File: src/rtl/alsu_pkg.sv
// Shared ALSU definitions: opcodes, command field widths, command/issue structs.
// Also holds the command validity rule used by the sequencer.
package alsu_pkg;

  localparam int OPC_W = 3;
  localparam int DAT_W = 3;
  localparam int REP_W = 3;
  localparam int ERR_W = 4;

  localparam logic [OPC_W-1:0] OP_OR     = 3'd0;
  localparam logic [OPC_W-1:0] OP_XOR    = 3'd1;
  localparam logic [OPC_W-1:0] OP_ADD    = 3'd2;
  localparam logic [OPC_W-1:0] OP_MUL    = 3'd3;
  localparam logic [OPC_W-1:0] OP_SHIFT  = 3'd4;
  localparam logic [OPC_W-1:0] OP_ROTATE = 3'd5;

  typedef struct packed {
    logic [OPC_W-1:0]        opcode;
    logic signed [DAT_W-1:0] a;
    logic signed [DAT_W-1:0] b;
    logic                    cin;
    logic                    serial_in;
    logic                    direction;
    logic                    red_op_a;
    logic                    red_op_b;
    logic                    bypass_a;
    logic                    bypass_b;
  } alsu_vec_t;

  typedef struct packed {
    alsu_vec_t        vec;
    logic [REP_W-1:0] rpt;
  } cmd_t;

  function automatic logic is_multi(input logic [OPC_W-1:0] op);
    return (op == OP_SHIFT) || (op == OP_ROTATE);
  endfunction

  // Priority only decides which reduction request the ALSU honours first;
  // either one on a non-OR/XOR opcode is illegal, so the rule is symmetric.
  function automatic logic cmd_invalid(input alsu_vec_t v, input logic prio_a);
    logic [1:0] w_red;
    w_red = prio_a ? {v.red_op_a, v.red_op_b} : {v.red_op_b, v.red_op_a};
    return !(v.bypass_a || v.bypass_b) &&
           ((v.opcode == 3'd6) || (v.opcode == 3'd7) || ((|w_red) && (v.opcode[2:1] != 2'b00)));
  endfunction

endpackage

File: src/rtl/alsu_cmd_fifo.sv
// Command queue: DEPTH-entry circular buffer with occupancy count, no fall-through.
// Push ignored when full or flushing; flush and reset empty it in one cycle.
module alsu_cmd_fifo
  import alsu_pkg::*;
#(
  parameter int DEPTH = 4
) (
  input  logic                     clk,
  input  logic                     rst,
  input  logic                     flush,
  input  logic                     push,
  input  cmd_t                     push_dat,
  input  logic                     pop,
  output cmd_t                     pop_dat,
  output logic [$clog2(DEPTH):0]   count,
  output logic                     full,
  output logic                     empty
);

  localparam int PW = $clog2(DEPTH);
  localparam int CW = PW + 1;

  cmd_t            r_mem [DEPTH];
  logic [PW-1:0]   r_wr_ptr;
  logic [PW-1:0]   r_rd_ptr;
  logic [CW-1:0]   r_count;
  logic            w_push;
  logic            w_pop;

  assign full    = (r_count == CW'(DEPTH));
  assign empty   = (r_count == '0);
  assign count   = r_count;
  assign pop_dat = r_mem[r_rd_ptr];
  assign w_push  = push && !full && !flush;
  assign w_pop   = pop && !empty && !flush;

  always_ff @(posedge clk) begin
    if (rst || flush) begin
      r_wr_ptr <= '0;
      r_rd_ptr <= '0;
      r_count  <= '0;
    end else begin
      if (w_push) r_wr_ptr <= r_wr_ptr + PW'(1);
      if (w_pop)  r_rd_ptr <= r_rd_ptr + PW'(1);
      if (w_push && !w_pop)      r_count <= r_count + CW'(1);
      else if (w_pop && !w_push) r_count <= r_count - CW'(1);
    end
  end

  always_ff @(posedge clk) begin
    if (w_push) r_mem[r_wr_ptr] <= push_dat;
  end

endmodule

File: src/rtl/alsu_cmd_seq.sv
// Queues ALSU commands and issues them as registered operand vectors, repeating shift/rotate.
// Optional drop of illegal commands with error count under macro ALSU_CMD_SEQ_CHECK_EN.
module alsu_cmd_seq
  import alsu_pkg::*;
#(
  parameter int    DEPTH          = 4,
  parameter string INPUT_PRIORITY = "A"
) (
  input  logic                     clk,
  input  logic                     rst,
  input  logic                     cmd_valid,
  output logic                     cmd_ready,
  input  logic                     flush,
  input  logic [OPC_W-1:0]         cmd_opcode,
  input  logic signed [DAT_W-1:0]  cmd_a,
  input  logic signed [DAT_W-1:0]  cmd_b,
  input  logic                     cmd_cin,
  input  logic                     cmd_serial_in,
  input  logic                     cmd_direction,
  input  logic                     cmd_red_op_a,
  input  logic                     cmd_red_op_b,
  input  logic                     cmd_bypass_a,
  input  logic                     cmd_bypass_b,
  input  logic [REP_W-1:0]         cmd_repeat,
  output logic [OPC_W-1:0]         opcode,
  output logic signed [DAT_W-1:0]  A,
  output logic signed [DAT_W-1:0]  B,
  output logic                     cin,
  output logic                     serial_in,
  output logic                     direction,
  output logic                     red_op_A,
  output logic                     red_op_B,
  output logic                     bypass_A,
  output logic                     bypass_B,
  output logic                     issue_valid,
  output logic                     busy,
  output logic [$clog2(DEPTH):0]   fifo_count,
  output logic                     err_drop,
  output logic [ERR_W-1:0]         err_count
);

`ifdef ALSU_CMD_SEQ_CHECK_EN
  localparam bit CHECK_EN = 1'b1;
`else
  localparam bit CHECK_EN = 1'b0;
`endif
  localparam bit PRIO_A = (INPUT_PRIORITY == "A");

  typedef enum logic {S_IDLE, S_ISSUE} state_t;

  state_t           r_state, w_state_nxt;
  alsu_vec_t        r_vec;
  logic             r_issue_vld;
  logic [REP_W-1:0] r_rep_cnt;
  logic             r_err_drop;
  logic [ERR_W-1:0] r_err_cnt;
  cmd_t             w_push_dat, w_head;
  logic             w_full, w_empty, w_pop, w_drop;

  assign w_push_dat = '{vec: '{opcode: cmd_opcode, a: cmd_a, b: cmd_b, cin: cmd_cin,
                               serial_in: cmd_serial_in, direction: cmd_direction,
                               red_op_a: cmd_red_op_a, red_op_b: cmd_red_op_b,
                               bypass_a: cmd_bypass_a, bypass_b: cmd_bypass_b},
                        rpt: cmd_repeat};

  alsu_cmd_fifo #(.DEPTH(DEPTH)) u_fifo (
    .clk      (clk),
    .rst      (rst),
    .flush    (flush),
    .push     (cmd_valid),
    .push_dat (w_push_dat),
    .pop      (w_pop),
    .pop_dat  (w_head),
    .count    (fifo_count),
    .full     (w_full),
    .empty    (w_empty)
  );

  always_comb begin
    w_state_nxt = r_state;
    w_pop       = 1'b0;
    case (r_state)
      S_IDLE: begin
        if (!w_empty) begin
          w_pop       = 1'b1;
          w_state_nxt = S_ISSUE;
        end
      end
      S_ISSUE: begin
        if (r_rep_cnt == '0) begin
          if (!w_empty) w_pop = 1'b1;
          else          w_state_nxt = S_IDLE;
        end
      end
      default: w_state_nxt = S_IDLE;
    endcase
    if (flush) begin
      w_pop       = 1'b0;
      w_state_nxt = S_IDLE;
    end
  end

  assign w_drop = CHECK_EN && w_pop && cmd_invalid(w_head.vec, PRIO_A);

  always_ff @(posedge clk) begin
    if (rst) r_state <= S_IDLE;
    else     r_state <= w_state_nxt;
  end

  // A dropped command still consumes one ISSUE cycle, shown as the idle vector.
  always_ff @(posedge clk) begin
    if (rst || flush) begin
      r_vec       <= '0;
      r_issue_vld <= 1'b0;
      r_rep_cnt   <= '0;
      r_err_drop  <= 1'b0;
    end else if (w_pop) begin
      r_err_drop <= w_drop;
      if (w_drop) begin
        r_vec       <= '0;
        r_issue_vld <= 1'b0;
        r_rep_cnt   <= '0;
      end else begin
        r_vec       <= w_head.vec;
        r_issue_vld <= 1'b1;
        r_rep_cnt   <= is_multi(w_head.vec.opcode) ? w_head.rpt : '0;
      end
    end else if (r_rep_cnt != '0) begin
      r_rep_cnt  <= r_rep_cnt - REP_W'(1);
      r_err_drop <= 1'b0;
    end else begin
      r_vec       <= '0;
      r_issue_vld <= 1'b0;
      r_err_drop  <= 1'b0;
    end
  end

  always_ff @(posedge clk) begin
    if (rst)                            r_err_cnt <= '0;
    else if (w_drop && (r_err_cnt != '1)) r_err_cnt <= r_err_cnt + ERR_W'(1);
  end

  assign cmd_ready   = !w_full;
  assign busy        = (r_state == S_ISSUE) || (fifo_count != '0);
  assign opcode      = r_vec.opcode;
  assign A           = r_vec.a;
  assign B           = r_vec.b;
  assign cin         = r_vec.cin;
  assign serial_in   = r_vec.serial_in;
  assign direction   = r_vec.direction;
  assign red_op_A    = r_vec.red_op_a;
  assign red_op_B    = r_vec.red_op_b;
  assign bypass_A    = r_vec.bypass_a;
  assign bypass_B    = r_vec.bypass_b;
  assign issue_valid = r_issue_vld;
  assign err_drop    = r_err_drop;
  assign err_count   = r_err_cnt;

endmodule

File: config.mk
export PLATFORM = sky130hd
export DESIGN_NAME = alsu_cmd_seq
export DESIGN_NICKNAME = d
export VERILOG_FILES = /design/src/rtl/alsu_pkg.sv /design/src/rtl/alsu_cmd_fifo.sv /design/src/rtl/alsu_cmd_seq.sv
export SDC_FILE = /design/constraint.sdc
export NUM_CORES = 1
export LEC_CHECK = 0
export BUFFER_PORTS_ARGS = -buffer_cell sky130_fd_sc_hd__clkbuf_2
export CELL_PAD_IN_SITES_DETAIL_PLACEMENT = 1
export CELL_PAD_IN_SITES_GLOBAL_PLACEMENT = 2
export CORE_MARGIN = 1.5
export CORE_UTILIZATION = 45
export CTS_CLUSTER_SIZE = 8
export DETAILED_ROUTE_END_ITERATION = 7
export PLACE_DENSITY = 0.89
export SLEW_MARGIN = 10
export SYNTH_ARGS = -nofsm -noshare
export SYNTH_HDL_FRONTEND = slang
export SYNTH_SLANG_ARGS = --single-unit
File: constraint.sdc
create_clock -name clk -period 6.81 [get_ports clk]
set_input_delay 0 -clock clk [delete_from_list [all_inputs] [get_ports clk]]
set_output_delay 0 -clock clk [all_outputs]
set_load 0.02 [all_outputs]
==> impl_metrics.json <==
{
  "dpl.cell_count": 383,
  "nNetsFinal": 338,
  "drv_slew": 0,
  "grt_max_degree": 26,
  "wl_per_cell_um": 19.6,
  "drc": 0,
  "p_int_mw": 0.895,
  "cts-root-buf": "clkbuf_8",
  "ys_warn_count": 0,
  "fin_crit_sh_pct": 36.7,
  "pwr-share-comb_pct": 10.3,
  "netSwitchingFraction_pct": 25.6,
  "cts_num_sinks": 106,
  "synth.cell_area_sq_um": 4100,
  "outcome": "finished clean",
  "slowest_delay_ns": 0.40,
  "multi_input_area_sq_um": 1100,
  "cts_tree": "built",
  "layout-drive-gt1-share_pct": 26.3,
  "fmax_mhz": 400,
  "crit_fanout": 22,
  "power.density_nw_per_um2": 252,
  "cpMaxStageDelayCell": "nor3_1",
  "grt_pass1_wl_mm": 13.3,
  "hpwl_mm": 5.37,
  "cts_buffer_depth": 2,
  "hold_class": "in -> reg",
  "clk_pin_slew_ns": 0.10,
  "critPathKind": "reg -> reg",
  "async_flop_share_pct": 0,
  "most-common-layout-cells": "edfxtp_1 (76), clkbuf_2 (44), dfxtp_1 (30)",
  "ir_drop_v": 0.000140,
  "seq_area_sq_um": 2880,
  "setup_viol": 0,
  "synth_seq_cells": 106,
  "cts_max_level": 3,
  "design.die.area_sq_um": 9690,
  "synthDistinctLibCells": 42,
  "via_per_inst": 5.47,
  "post-route-cell-area_sq_um": 4780,
  "setup.worst_path.start_class": "flip-flop",
  "synth_edf_count": 76,
  "final_common_cell": "edfxtp_1",
  "grt_overflow": 0,
  "post_cts_buffers": 0,
  "initial_core_util_pct": 46.8,
  "clkPwrFrac_pct": 30.3,
  "tightest_slew_ns": 1.04,
  "rows": 34,
  "gp_congestion": 0.697,
  "required_ns": 7.11,
  "clk_latency_ns": 0.37,
  "arrival_ns": 2.80,
  "fin_crit_ns": 2.50,
  "p_total_mw": 1.20,
  "endpoint_kind": "flip-flop",
  "die_h_um": 98.4,
  "syn_inst": 240,
  "synthToLayoutAreaGrowth_pct": 16.7,
  "switchingPower_mw": 0.308,
  "core_sq_um": 8760,
  "cts.repair.resized": 0,
  "avgSynthCellArea_sq_um": 17.1,
  "final_cells": 420,
  "io_pins": 50,
  "drt-total-wl_mm": 8.22,
  "drv_cap": 0,
  "antenna_found_initial": 0,
  "antennaDiodeCount": 0,
  "rsz0062_at_grt": "no",
  "drt_iter0_drc": 94,
  "drtAntennaViolNets": 0,
  "num_vias": 2296,
  "total_leakage_power_nw": 1.68,
  "sequentialPowerShare_pct": 59.4,
  "numPortBuffers": 44,
  "grt_pass1_vias": 2478,
  "cts_made_buffers": 9,
  "tns_ns": 0,
  "crit_chain": "nor3_1 -> a211oi_2 -> buf_4 -> inv_1 -> ha_1 -> inv_1 -> fa_1 -> xor2_1 -> or3_1 -> a21oi_1",
  "clock_skew_ns": 0.0155,
  "worst_path_most_repeated_cell": "inv_1",
  "grt.total_usage_pct": 18.5,
  "yosys_most_used_dff": "edfxtp_1",
  "maxSlewHeadroom_pct": 30.7,
  "n_fill_cell": 821,
  "first_pass_iters": 4,
  "die_x_um": 98.4,
  "yosysSeqAreaShare_pct": 70.3,
  "hold_viol": 0,
  "postCtsHoldBufs": 21,
  "dpl_cell_area_sq_um": 4390
}
[metal layers]
| metal | part of all wire (%) | global-route usage, % | up-vias |
|---|---|---|---|
| met4 | 1.3 | 4.44 | 0 |
| li1 | - | - | 1051 |
| met5 | 0 | 0 | - |
| met2 | 53 | 32.5 | 63 |
| met3 | 4.8 | 5.04 | 9 |
| met1 | 41 | 22.7 | 1173 |
[worst paths after layout]
kind                            slack, ns               to  cells after the start             from
worst min register to register       0.50        opcode[2]                      2        opcode[2]
worst max-delay path                 4.31  u_fifo.count[2]                     10  u_fifo.count[0]
worst max register to register       4.31  u_fifo.count[2]                     10  u_fifo.count[0]
worst min-delay path                 0.06      issue_valid                      3            flush
[power by group through the flow]
| stage | sequential (mW) | combinational [mW] | clock [mW] |
|---|---|---|---|
| floorplan | 0.730 | 0.0787 | 0 |
| global placement | 0.728 | 0.110 | 0 |
| detailed placement | 0.730 | 0.116 | 0 |
| CTS | 0.715 | 0.126 | 0.374 |
| global route | 0.717 | 0.137 | 0.394 |
| finish | 0.715 | 0.124 | 0.365 |
[worst max-delay path, delay by kind of cell (launching register included)]
family                   cells  cell delay [ns]
AO/OA/AOI/OAI                2             0.22
XOR/XNOR                     1             0.18
adder cells (fa/ha/maj)      2             0.54
buffers and inverters        3             0.39
flip-flops                   1             0.39
AND/OR/NAND/NOR              2             0.70
[cell usage after synthesis (all sizes together), types with 2 or more instances]
master	count	share of area (%)
edfxtp	76	56
dfxtp	30	15
nand2	4	0.37
inv	9	0.82
xnor2	3	0.64
nor3b	2	0.37
a22oi	15	2.7
ha	7	2.1
and2	4	0.61
buf	10	1.8
or3	2	0.43
o21ai	3	0.37
a21oi	6	0.73
xor2	2	0.43
nor2	23	2.1
clkbuf	5	0.49
mux4	19	11
[through the flow]
stage / setup WS [ns] / utilization [%] / hold slack [ns]
2_1_floorplan: 4.43 / - / 0.0989
3_3_place_gp: 4.39 / 50.1 / 0.216
3_5_place_dp: 4.32 / 50.1 / 0.227
4_1_cts: 4.29 / 54.6 / 0.0467
5_1_grt: 4.09 / 54.6 / 0.0778
6_report: 4.31 / 54.6 / 0.0564
[cell type report]
type                            instances  share of cell area (%)
Clock inverter                          7                    1.23
Multi-Input combinational cell        114                    23.1
Clock buffer                            9                    2.59
Sequential cell                       106                    60.3
Tap cell                              108                    2.83
Timing Repair Buffer                   67                    9.31
Inverter                                9                   0.706
[flip-flops by register name, indices dropped and copies added, names as in the netlist, 2 cells and up, named ones only]
name             cells
B                    3
u_fifo.r_rd_ptr      2
u_fifo.r_wr_ptr      2
r_rep_cnt            3
u_fifo.count         3
u_fifo.r_mem        76
A                    3
opcode               3
[cell families (layout without fill, tap and decap cells)]
| logic type | Yosys count | count (layout) | share of synthesized area [%] |
|---|---|---|---|
| AOI/OAI and AO/OA | 33 | 33 | 6.41 |
| xor gates and xnor gates | 5 | 5 | 1.07 |
| adders and majority gates | 8 | 8 | 2.63 |
| buffers and inverters | 24 | 92 | 3.11 |
| DFF | 106 | 106 | 70.3 |
| muxes | 20 | 20 | 11.2 |
| other | 1 | 5 | 0.0915 |
| and+or+nand+nor | 43 | 43 | 5.13 |
No activity file was read; power rests on OpenSTA's default activity.
